## src/rtl/fp_addsub_export_pipe.sv

```systemverilog
// Two-stage result-export pipeline for the FP add/sub unit: classifies operands, picks the final result and flags.
// Optional macro FP_EXPORT_DENORM_FLUSH_EN: subnormal operands and subnormal datapath results are flushed to signed zero.
module fp_addsub_export_pipe #(
    parameter int EXP_W = 8,
    parameter int MAN_W = 23
) (
    input  logic                     clk,
    input  logic                     rst_n,
    input  logic                     in_valid,
    output logic                     in_ready,
    input  logic [EXP_W+MAN_W:0]     in_a,
    input  logic [EXP_W+MAN_W:0]     in_b,
    input  logic                     in_sub,
    input  logic [EXP_W+MAN_W:0]     in_temp,
    input  logic [1:0]               in_toobig,
    output logic                     out_valid,
    input  logic                     out_ready,
    output logic [EXP_W+MAN_W:0]     out_result,
    output logic [2:0]               out_flags
);
    localparam int W = 1 + EXP_W + MAN_W;

    localparam logic [3:0] CLS_FIN  = 4'b0001;
    localparam logic [3:0] CLS_ZERO = 4'b0010;
    localparam logic [3:0] CLS_INF  = 4'b0100;
    localparam logic [3:0] CLS_NAN  = 4'b1000;

    localparam logic [W-2:0] INF_BODY = {{EXP_W{1'b1}}, {MAN_W{1'b0}}};
    localparam logic [W-1:0] QNAN     = {1'b0, {EXP_W{1'b1}}, {MAN_W{1'b1}}};

    function automatic logic [3:0] classify(input logic [EXP_W-1:0] e, input logic [MAN_W-1:0] m);
        logic [3:0] c;
        c = CLS_FIN;
        if (e == {EXP_W{1'b1}}) begin
            c = (m == {MAN_W{1'b0}}) ? CLS_INF : CLS_NAN;
        end else if (e == {EXP_W{1'b0}}) begin
`ifdef FP_EXPORT_DENORM_FLUSH_EN
            c = CLS_ZERO;
`else
            c = (m == {MAN_W{1'b0}}) ? CLS_ZERO : CLS_FIN;
`endif
        end else begin
            c = CLS_FIN;
        end
        return c;
    endfunction

    logic           r_s1_valid;
    logic [W-1:0]   r_s1_a;
    logic [W-1:0]   r_s1_b;
    logic [W-1:0]   r_s1_temp;
    logic [1:0]     r_s1_toobig;
    logic [3:0]     r_s1_cls_a;
    logic [3:0]     r_s1_cls_b;
    logic           r_out_valid;
    logic [W-1:0]   r_out_result;
    logic [2:0]     r_out_flags;

    logic           w_s1_advance;
    logic           w_in_fire;
    logic [W-1:0]   w_sel_result;
    logic [2:0]     w_sel_flags;
    logic           w_a_sign;
    logic           w_b_sign;

    assign w_s1_advance = r_s1_valid && (!r_out_valid || out_ready);
    assign in_ready     = !r_s1_valid || w_s1_advance;
    assign w_in_fire    = in_valid && in_ready;
    assign out_valid    = r_out_valid;
    assign out_result   = r_out_result;
    assign out_flags    = r_out_flags;
    assign w_a_sign     = r_s1_a[W-1];
    assign w_b_sign     = r_s1_b[W-1];

    // Stage 1: capture operands (B with its effective sign) and their classes
    always_ff @(posedge clk or negedge rst_n) begin
        if (!rst_n) begin
            r_s1_valid  <= 1'b0;
            r_s1_a      <= {W{1'b0}};
            r_s1_b      <= {W{1'b0}};
            r_s1_temp   <= {W{1'b0}};
            r_s1_toobig <= 2'b00;
            r_s1_cls_a  <= 4'b0000;
            r_s1_cls_b  <= 4'b0000;
        end else if (w_in_fire) begin
            r_s1_valid  <= 1'b1;
            r_s1_a      <= in_a;
            r_s1_b      <= {in_b[W-1] ^ in_sub, in_b[W-2:0]};
            r_s1_temp   <= in_temp;
            r_s1_toobig <= in_toobig;
            r_s1_cls_a  <= classify(in_a[W-2:MAN_W], in_a[MAN_W-1:0]);
            r_s1_cls_b  <= classify(in_b[W-2:MAN_W], in_b[MAN_W-1:0]);
        end else if (w_s1_advance) begin
            r_s1_valid  <= 1'b0;
        end else begin
            r_s1_valid  <= r_s1_valid;
        end
    end

    // Result selection, specials first so they override the bypass
    always_comb begin
        w_sel_result = r_s1_temp;
        w_sel_flags  = 3'b000;
        if (r_s1_cls_a[3] || r_s1_cls_b[3]) begin
            w_sel_result = QNAN;
            w_sel_flags  = 3'b001;
        end else if (r_s1_cls_a[2] && r_s1_cls_b[2]) begin
            if (w_a_sign != w_b_sign) begin
                w_sel_result = QNAN;
                w_sel_flags  = 3'b100;
            end else begin
                w_sel_result = {w_a_sign, INF_BODY};
            end
        end else if (r_s1_cls_a[2]) begin
            w_sel_result = {w_a_sign, INF_BODY};
        end else if (r_s1_cls_b[2]) begin
            w_sel_result = {w_b_sign, INF_BODY};
        end else if (r_s1_cls_a[1] && r_s1_cls_b[1]) begin
            w_sel_result = {w_a_sign & w_b_sign, {(W-1){1'b0}}};
        end else if (r_s1_cls_a[1]) begin
            w_sel_result = r_s1_b;
        end else if (r_s1_cls_b[1]) begin
            w_sel_result = r_s1_a;
        end else if (r_s1_toobig[0]) begin
            w_sel_result = r_s1_toobig[1] ? r_s1_b : r_s1_a;
        end else begin
`ifdef FP_EXPORT_DENORM_FLUSH_EN
            if (r_s1_temp[W-2:MAN_W] == {EXP_W{1'b0}}) begin
                w_sel_result = {r_s1_temp[W-1], {(W-1){1'b0}}};
            end else begin
                w_sel_result = r_s1_temp;
            end
`else
            w_sel_result = r_s1_temp;
`endif
            if (r_s1_temp[W-2:0] == INF_BODY) begin
                w_sel_flags = 3'b010;
            end else begin
                w_sel_flags = 3'b000;
            end
        end
    end

    // Stage 2: output register, held while downstream stalls
    always_ff @(posedge clk or negedge rst_n) begin
        if (!rst_n) begin
            r_out_valid  <= 1'b0;
            r_out_result <= {W{1'b0}};
            r_out_flags  <= 3'b000;
        end else if (w_s1_advance) begin
            r_out_valid  <= 1'b1;
            r_out_result <= w_sel_result;
            r_out_flags  <= w_sel_flags;
        end else if (out_ready) begin
            r_out_valid  <= 1'b0;
        end else begin
            r_out_valid  <= r_out_valid;
        end
    end
endmodule

```

## config.mk

```make
export PLATFORM = sky130hd
export DESIGN_NAME = fp_addsub_export_pipe
export DESIGN_NICKNAME = d
export VERILOG_FILES = /design/src/rtl/fp_addsub_export_pipe.sv
export SDC_FILE = /design/constraint.sdc
export NUM_CORES = 1
export LEC_CHECK = 0
export BUFFER_PORTS_ARGS = -buffer_cell sky130_fd_sc_hd__buf_2
export CAP_MARGIN = 30
export CELL_PAD_IN_SITES_DETAIL_PLACEMENT = 0
export CELL_PAD_IN_SITES_GLOBAL_PLACEMENT = 1
export CORE_MARGIN = 8
export CORE_UTILIZATION = 45
export DETAILED_ROUTE_END_ITERATION = 10
export PLACE_DENSITY = 0.85
export SYNTH_ARGS = -nofsm -noshare
export SYNTH_HDL_FRONTEND = slang
export SYNTH_SLANG_ARGS = --single-unit
```

## constraint.sdc

```tcl
create_clock -name clk -period 2.76 [get_ports clk]
set_input_delay 0.138 -clock clk [delete_from_list [all_inputs] [get_ports clk]]
set_output_delay 0.138 -clock clk [all_outputs]
set_load 0.02 [all_outputs]
```

==> metrics <==
Setup crit end kind register; Avg Inst Size Synth 11.4 um^2; WP data arrival 2390 ps; Root Buffer clkbuf_16; first-pass GRT wire length 30600 um; slew margin rel. 0.438; reg2reg path depth 6; Slowest-stage cell, CP nand4_1; Reg power frac 0.418; Gate Count Post-Synth 549; Core Util, Final 0.630; Worst path depth 6; run status completed; Fillers 1057; DRC Markers 0; Worst VDD drop 0.397 mV; leakage power 3.87 nW; Num CTS Buffers 17; top cell type's share of synthesized area 0.564; Post-CTS Resized 0; Clock Tree Buf Depth 2; clock-pin slew of the registers on the worst-case setup and hold paths 60 ps; Core Rows 43; Placeable Area 13700 um^2; syn_nets 653; GP Congestion 0.855; largest net degree at the start of global routing 91; maximum capacitance violations 0; Worst Max-Slew Pin Slew 842 ps; post-layout power 6.34 mW; crit path kind register to register; final WL 19000 um; boundary pin count 140; post-CTS setup buffers 0; number of enable flip-flop cells after synthesis 0; Post-Route Skew 8.46 ps; f_max 478 MHz; P_sw 1.82 mW; clock power share 0.371; internal power 4.52 mW; Period Utilization, post-route 0.758; initial DRC count 459; Synth Register Bits 141; Vias/cell 5.53; dominant synthesized flop cell dfrtp_1; most frequent CP cell a21oi_1; CP max stage delay 500 ps; GRT Total Usage 0.217; vias in the first global route 5794; final net count 876; antenna violations before repair 0; synth cell count leaders dfrtp_1, mux2_2, a21oi_1, nand2_1, nor2_1; Die X 134 um; synth unique cells 32; Final HPWL DP 12800 um; WHS Path Cells 2; critical path, cell by cell ha_1 > nand3_1 > nand4_1 > buf_4 > a21oi_1 > a21oi_1; GR Overflow Total 0; share of layout cells above drive strength 1 0.365; Starting Density 0.456; Startpoint Class register; Cell Area, Placed 7180 um^2; number of diodes 0; TritonCTS Sinks 141; pwr dens 733 nW/um^2; antenna-violating nets left 0; clock latency on the worst-skew pair 420 ps; Layout area overhead 38.2%; hold_ws 6.71 ps; die footprint 17900 um^2; finished layout cell area 8650 um^2; sequential share of the synthesized area 0.564; count of final hold-check violations 0; top cells by area, synth dfrtp_1, mux2_2, a21oi_1; Setup-failing EPs final 0; most common cell in the synthesized netlist dfrtp_1; DRT Pass-1 Iters 5; H-tree depth 4; die height 134 um; Via Count 5329; Worst Hold Class input pin to register; CP max FO 15; Comb power frac 0.212; CTS tree done; Final min period 2090 ps; RSZ-0062 raised after global routing no; Yosys top cell by area dfrtp_1; Async S/R FF share, synth 1.00; switching portion of total power 0.287; synthesis warning total 0; routed len/inst 19.7 um; Post-Syn Area 6260 um^2; worst path required time 3060 ps; CP delay by family, top simple AND/OR/NAND/NOR gates; Final Max Tran Viols 0; Setup TNS 0 ps; Port-buffer cells 139; CP bufs+invs 1
kinds of logic (layout without fill, tap and decap cells):
logic type | after synthesis | count (layout) | share of synthesized area
AOI/OAI and AO/OA | 141 | 141 | 0.133
xor gates and xnor gates | 1 | 1 | 0.00140
adders and majority gates | 1 | 1 | 0.00200
buffers and inverters | 34 | 269 | 0.0234
DFF | 141 | 141 | 0.564
muxes | 98 | 98 | 0.176
and+or+nand+nor | 133 | 133 | 0.0998
metrics by stage:
| stage | setup slack, ps | instances |
|---|---|---|
| final | 669 | 964 |
| after detailed placement | 763 | 847 |
| after floorplan | 1040 | 549 |
| after global routing | 613 | 964 |
| after CTS | 752 | 963 |
| after global placement | 897 | 847 |
final timing paths:
kind,startpoint,to,slack (ps)
worst max-delay path,r_s1_a[31],out_result[21],670
worst min-delay path,in_a[22],r_s1_a[22],7
worst max register to register,r_s1_a[31],out_result[21],670
worst min register to register,out_flags[2],out_flags[2],480
max in group asynchronous,rst_n,out_result[5],1650
min in group asynchronous,rst_n,r_s1_temp[29],360
cell type report:
| cell class | instances | area, um^2 | area share |
|---|---|---|---|
| multi-input combinational | 374 | 2600 | 0.301 |
| inverter | 1 | 3.75 | 0.000434 |
| clock inverter | 11 | 141 | 0.0164 |
| sequential | 141 | 3530 | 0.408 |
| tap | 180 | 225 | 0.0260 |
| timing repair buffer | 237 | 1680 | 0.194 |
| clock buffer | 20 | 467 | 0.0540 |
cells in the final DEF (no fill, tap or decap), drive strengths merged, types with 2 or more instances in the layout:
cell         synthesis  routed
dfrtp              141     141
nand3b               2       2
nor4                19      19
a22o                 4       4
nor2                39      39
buf                 17     151
clkinvlp             0       3
clkinv               0       5
o41ai                3       3
nand3                3       3
clkbuf              16      20
nand4               10      10
nand2               48      48
mux2                97      97
dlygate4sd3          0      86
o211ai               3       3
nor3                 5       5
a21o                30      30
nand2b               3       3
bufinv               0       3
a21oi               63      63
o21ai               35      35
per-layer routing:
layer | track usage | wire length, um | vias to the layer above
met1 | 0.266 | 8030 | 2665
li1 | - | - | 2421
met4 | 0.0992 | 616 | 0
met3 | 0.0617 | 1120 | 42
met2 | 0.349 | 9220 | 201
met5 | 0 | 0 | -
flip-flops by register name, summed over array words and instances (netlist names):
register	cells
r_s1_cls_b	3
out_flags	3
out_result	32
out_valid	1
r_s1_toobig	2
r_s1_valid	1
r_s1_temp	32
r_s1_cls_a	3
r_s1_a	32
r_s1_b	32
power by group through the flow:
stage	clock network, mW	logic, mW	registers (mW)
6_report	2.35	1.34	2.65
5_1_grt	2.46	1.46	2.68
4_1_cts	2.37	1.34	2.64
3_5_place_dp	0	1.24	2.67
3_3_place_gp	0	1.21	2.66
2_1_floorplan	0	0.624	2.77
repair_timing:
item / in CTS / in global routing
endpoints found under the setup margin: 0 / 0
hold buffers: 85 / 1
endpoints found under the hold margin: 173 / 1
Power figures use the tool's default switching activity.
